===== src/rtl/down_timer_defs.sv =====
// Shared definitions for the down_timer: state encoding and default count width.
package down_timer_defs;

    localparam int DEFAULT_WIDTH = 8;

    localparam logic [1:0] IDLE   = 2'd0;
    localparam logic [1:0] RUN    = 2'd1;
    localparam logic [1:0] PAUSED = 2'd2;
    localparam logic [1:0] DONE   = 2'd3;

    typedef enum logic [1:0] {
        S_IDLE   = IDLE,
        S_RUN    = RUN,
        S_PAUSED = PAUSED,
        S_DONE   = DONE
    } state_t;

endpackage


===== src/rtl/down_timer.sv =====
// Programmable down-counting timer with one-shot / auto-reload modes and
// start, pause and resume control; emits a one-cycle terminal-count pulse.
module down_timer
    import down_timer_defs::*;
#(
    parameter int WIDTH = DEFAULT_WIDTH
) (
    input  logic             clk,
    input  logic             reset,
    input  logic [WIDTH-1:0] Data,
    input  logic             load,
    input  logic             start,
    input  logic             pause,
    input  logic             mode_reload,
    output logic [WIDTH-1:0] Q,
    output logic             tc,
    output logic             busy,
    output logic             done
);

    state_t           state_q,  state_d;
    logic [WIDTH-1:0] reload_q, reload_d;
    logic [WIDTH-1:0] count_q,  count_d;
    logic             tc_q,     tc_d;

    // Priority chain: load > start > pause > count.
    always_comb begin
        state_d  = state_q;
        reload_d = reload_q;
        count_d  = count_q;
        tc_d     = 1'b0;

        if (load) begin
            reload_d = Data;
            count_d  = Data;
            state_d  = S_IDLE;
        end else if (start) begin
            if (state_q == S_PAUSED) begin
                state_d = S_RUN;
            end else if (reload_q != '0) begin
                count_d = reload_q;
                state_d = S_RUN;
            end
        end else if (pause && (state_q == S_RUN)) begin
            state_d = S_PAUSED;
        end else if (state_q == S_RUN) begin
            // Count stops at 1: the terminal edge reloads or parks at zero.
            if (count_q > WIDTH'(1)) begin
                count_d = count_q - WIDTH'(1);
            end else begin
                tc_d = 1'b1;
                if (mode_reload) begin
                    count_d = reload_q;
                end else begin
                    count_d = '0;
                    state_d = S_DONE;
                end
            end
        end
    end

    always_ff @(posedge clk or posedge reset) begin
        if (reset) begin
            state_q  <= S_IDLE;
            reload_q <= '0;
            count_q  <= '0;
            tc_q     <= 1'b0;
        end else begin
            state_q  <= state_d;
            reload_q <= reload_d;
            count_q  <= count_d;
            tc_q     <= tc_d;
        end
    end

    assign Q    = count_q;
    assign tc   = tc_q;
    assign busy = (state_q == S_RUN) || (state_q == S_PAUSED);
    assign done = (state_q == S_DONE);

endmodule


===== config.mk =====
export PLATFORM = sky130hd
export DESIGN_NAME = down_timer
export DESIGN_NICKNAME = d
export VERILOG_FILES = /design/src/rtl/down_timer_defs.sv /design/src/rtl/down_timer.sv
export SDC_FILE = /design/constraint.sdc
export NUM_CORES = 1
export LEC_CHECK = 0
export ABC_CLOCK_PERIOD_IN_PS = 1850
export BUFFER_PORTS_ARGS = -buffer_cell sky130_fd_sc_hd__buf_2
export CAP_MARGIN = 20
export CORE_MARGIN = 1.5
export CORE_UTILIZATION = 50
export DETAILED_ROUTE_END_ITERATION = 6
export PLACE_DENSITY = 0.8
export SLEW_MARGIN = 20
export SYNTH_ARGS = -nofsm -noshare
export SYNTH_HDL_FRONTEND = slang
export SYNTH_SLANG_ARGS = --single-unit

===== constraint.sdc =====
create_clock -name clk -period 1.85 [get_ports clk]
set_input_delay 0.0925 -clock clk [delete_from_list [all_inputs] [get_ports clk]]
set_output_delay 0.0925 -clock clk [all_outputs]
set_load 0.01 [all_outputs]

Yosys cells after proc, flatten, opt, wreduce, memory -nomap -nowiden
Index checks and enable logic that the tools add are counted.
{"block": "word_totals", "in_bits": 14, "elab_cells": 43, "reg_bits": 19, "out_inout_bits": 11}
{"block": "op_classes", "magnitude_cmp": 1, "eq_ne": 9, "mux": 21, "reduce_logical": 7, "n_addsub": 1}
{"op": "$mux W8", "count": 8}
{"op": "$mux W2", "count": 8}
{"op": "$gt A8 B1 Y1 const B", "count": 1}
{"op": "$reduce_and A4 Y1", "count": 2}
{"op": "$reduce_bool A8 Y1", "count": 1}
{"op": "$sub A8 B1 Y8 const B", "count": 1}
{"op": "$ne A3 B3 Y1 const B", "count": 2}
{"op": "$mux W1", "count": 5}
{"op": "$eq A2 B2 Y1 const B", "count": 2}
{"op": "$ne A4 B2 Y1 const B", "count": 1}
{"op": "$ne A4 B3 Y1 const B", "count": 1}
{"op": "$ne A4 B4 Y1 const B", "count": 1}
{"op": "$reduce_bool A4 Y1", "count": 1}
{"op": "$ne A3 B2 Y1 const B", "count": 1}
{"op": "$reduce_bool A3 Y1", "count": 1}
{"op": "$eq A2 B1 Y1 const B", "count": 1}
{"op": "$logic_and A1 B1 Y1", "count": 1}
{"op": "$logic_or A1 B1 Y1", "count": 1}

Longest topological paths before layout
{"block": "depth", "ltp_word": 6, "depth_mapped": 8, "depth_no_buf": 7}

Worst setup path before layout
OpenSTA, ideal clock, no wires.
{"block": "synth_path", "kind": "register to register", "startpoint": "reg count_q[2], in the netlist Q[2]", "endpoint": "reg count_q[2], in the netlist Q[2]", "required_ps": 1777, "setup_time_ps": 73, "path_stages_with_launch": 6, "path_slack_ps": 97, "arrival_ps": 1680, "path_buffers": 1, "period_less_slack_ps": 1753, "path_cell_list": "dfrtp_1 > buf_6 > or3_4 > or3_4 > a211o_1 > a21oi_2"}
{"block": "synth_between", "elab_chain_len": 6, "word_cells_on_any_way": 7, "cone_classes": "add/sub (1); order compare (1); mux (5)"}
{"item": "start: declaration", "line_no": "down_timer.sv:23", "text": "logic [WIDTH-1:0] count_q, count_d;"}
{"item": "start signal: assignment", "line_no": "down_timer.sv:71", "text": "count_q <= count_d;"}
{"item": "$sub A8 B1 Y8 / $gt A8 B1 Y1 (equally long branches)", "line_no": "down_timer.sv:49, down_timer.sv:48"}
{"item": "$mux W8 *", "line_no": "down_timer.sv:48", "text": "if (count_q > WIDTH'(1)) begin"}
{"item": "$mux W8 *", "line_no": "down_timer.sv:46", "text": "end else if (state_q == S_RUN) begin"}
{"item": "$mux W8 *", "line_no": "down_timer.sv:44", "text": "end else if (pause && (state_q == S_RUN)) begin"}
{"item": "$mux W8 *", "line_no": "down_timer.sv:37", "text": "end else if (start) begin"}
{"item": "$mux W8 *", "line_no": "down_timer.sv:33", "text": "if (load) begin"}
Every way passes the cells marked *; elsewhere a longest branch is shown, timed or not. The select of a mux whose other input is x is not followed.
A chain may end at the register's enable or synchronous reset.

Final worst setup path
{"block": "layout_path", "startpoint": "reg count_q[2], in the netlist Q[2]", "endpoint": "reg count_q[5], in the netlist Q[5]"}
The elaborated chain is that of the path after synthesis.

==> flow_summary.toml <==
[placed_design]
dpl_cell_area_um2 = 1406
place_congestion = 0.9486
dp_hpwl_um = 2186
numPortBuffers = 24

[power]
power_frac_clock_pct = 18.9
p_sw_w = 0.0004018
pwr-share-seq_pct = 44.8
p_int_w = 0.0007444
p_comb_share_pct = 36.3
ir_drop_uv = 628.0
switching_share_pct = 35.05
power_w = 0.001146
p_per_area_nw_per_um2 = 757.7
power_leakage_nw = 0.6663

[synthesis]
ys_seq_area_share_pct = 39.50
ys_top_cells_by_count = "19 x dfrtp_1, 12 x nor2_1, 9 x nand2_1, 8 x a21oi_1, 8 x mux2_2"
yosys-top-cells-area = "dfrtp_1 40%, mux2_2 7.5%, ha_1 6.2%"
synthArstFlopShare_pct = 100.0
synth.largest_area_cell = "dfrtp_1"
ys.flop_type = "dfrtp_1"
synth.most_common_cell = "dfrtp_1"
avgSynthCellArea_um2 = 9.478
synth_area_um2 = 1204
synth_edf_count = 0
yosysWarnings = 0
synthCells = 127
synth_top_area_share_pct = 39.50
synth_fp_nets = 147
ys_ff_latch = 19
yosysUniqueCellTypes = 38

[drt]
drt.antenna.violating_nets = 0
routed_via_density = 5.880
drt-total-wl_um = 2985
first_pass_iters = 4
drc_errors = 0
routedWlPerCell_um = 15.55
drt_iter0_markers = 66
vias = 1129

[timing]
min_period_ps = 1784
clock_skew_ps = 4.359
rsz0062_at_grt = "no"
hold_violations = 0
fmax_mhz = 560.5
slew-limit-headroom_pct = 50.21
setup_viol = 0
worst_slew_pin_slew_ps = 746.1
fin_crit_sh_pct = 96.44
drv_slew = 0
fin_hold_ws_ps = 37.15

[clock_tree]
cts_max_level = 1
cts_tree = "built"
clkSlewWorstSetupHoldPaths_ps = 110
clkLatencyLatePin_ps = 300
cts_made_buffers = 3
cts_root_buffer = "clkbuf_4"
cts_sinks = 19
cts_buffer_depth = 2

[floorplan]
dieArea_um2 = 2711
core-area_um2 = 2233
die_y_um = 52.07
die_x_um = 52.07
placementRows = 17
ioPinCount = 25
start_util_pct = 53.89

[status]
outcome = "completed"

[min_path]
hp-class = "in2reg"

[grt]
grt_max_degree = 20
grt_pass1_wl_um = 5030
antenna_found_initial = 0
grt_pass1_vias = 1059
grt_usage_pct = 25.46
overflow = 0

[layout]
num_antenna_cells = 0
syn2layout_area_growth_pct = 25.68
drive_above_1_share_pct = 37.80
fin_nets = 185
final_cell_area_um2 = 1513

[worst_setup_path]
max_stage_delay_ps = 430
critical_path_class = "reg2reg"
cp-start-kind = "flop"
cp.required_ps = 2080
slowest_stage = "dfrtp_1"
end_kind = "flop"
path_cells = "or3_4 -> nor3_4 -> buf_4 -> nand3_1 -> a41o_1 -> o21ai_1"
arrival_ps = 2020
path_max_fanout = 5

[job]
drv_cap = 0
==> final timing paths <==
| path | start | to | slack, ps | cells past startpoint |
|---|---|---|---|---|
| worst max-delay path | Q[2]$_DFFE_PP0P_ | Q[5]$_DFFE_PP0P_ | 70 | 6 |
| worst min-delay path | Data[0] | reload_q[0]$_DFFE_PP0P_ | 40 | 2 |
| worst max register to register | Q[2]$_DFFE_PP0P_ | Q[5]$_DFFE_PP0P_ | 70 | 6 |
| worst min register to register | Q[1]$_DFFE_PP0P_ | Q[1]$_DFFE_PP0P_ | 560 | 2 |
| max in group asynchronous | reset | Q[0]$_DFFE_PP0P_ | 880 | 3 |
| min in group asynchronous | reset | Q[4]$_DFFE_PP0P_ | 460 | 3 |
==> power groups by stage <==
stage | Sequential (W) | Clock, W | Combinational (W)
2_1_floorplan | 0.000536 | 0 | 0.000211
3_3_place_gp | 0.000515 | 0 | 0.000357
3_5_place_dp | 0.000520 | 0 | 0.000365
4_1_cts | 0.000511 | 0.000219 | 0.000374
5_1_grt | 0.000520 | 0.000237 | 0.000458
6_report | 0.000514 | 0.000216 | 0.000416
==> final cells by class <==
cell class,instances,area [µm²]
multi-input cells,96,719.4
repair buffers,38,227.7
well taps,28,35.03
flip-flops and latches,19,478.0
fillers,179,720.7
inverters,7,26.28
clock buffers,4,26.28
==> kinds of logic (layout without fill, tap and decap cells) <==
group	count (synthesis)	in the layout	synth area share, %
and+or+nand+nor	41	41	18.40
AOI/OAI and AO/OA	38	38	21.62
DFF	19	19	39.50
buffers and inverters	12	49	4.470
muxes	9	9	8.316
adders and majority gates	6	6	6.237
xor gates and xnor gates	2	2	1.456
==> what timing repair did <==
action | CTS | global route
pin swaps | 0 | 3
setup endpoints to repair | 1 | 8
endpoints found under the hold margin | 19 | 0
hold buffers | 1 | 0
gates resized for setup | 2 | 9
setup buffers | 0 | 3
==> per-layer routing <==
| layer | up-vias | track usage, % | share of wire (%) |
|---|---|---|---|
| li1 | 544 | - | - |
| met1 | 530 | 35.50 | 45 |
| met2 | 50 | 39.03 | 47 |
| met3 | 5 | 4.023 | 6.8 |
| met4 | 0 | 10.96 | 1.5 |
| met5 | - | 0 | 0 |
==> stage by stage <==
| stage | util [%] | setup slack, ps | cells | TNS, ps |
|---|---|---|---|---|
| after floorplan | - | 97.44 | 127 | 0 |
| after global placement | 62.97 | 130.4 | 184 | 0 |
| final | 67.73 | 65.79 | 192 | 0 |
| after detailed placement | 62.97 | -34.95 | 184 | -34.95 |
| after global routing | 67.73 | 1.115 | 192 | 0 |
| after CTS | 64.93 | 33.79 | 189 | 0 |
==> layout by cell type, fill, tap and decap left out, types with 2 or more instances in the layout <==
master / count
nor2b_1: 4
o31ai_1: 6
dfrtp_1: 17
ha_4: 2
buf_4: 13
nor3_1: 2
nand3_1: 2
a21oi_1: 7
buf_2: 24
a221oi_1: 2
or2_2: 2
nand2_1: 9
o21ai_1: 2
nor2_1: 11
ha_1: 4
or3_4: 2
nor4_1: 3
a311oi_1: 3
a31oi_1: 3
inv_1: 7
a21oi_2: 2
xnor2_1: 2
dfrtp_2: 2
mux2_2: 8
o21ai_0: 4
clkbuf_4: 3
==> critical path, delay by kind of cell, from the launching register on <==
family	cells	cell delay (ps)
compound gates	2	370
buf+inv	1	180
simple gates	3	740
flops	1	430
==> sequential cells by signal (all words and copies together) (netlist names) <==
name      count
Q             8
tc            1
state_q       2
reload_q      8
(Power assumes the default switching activity.)
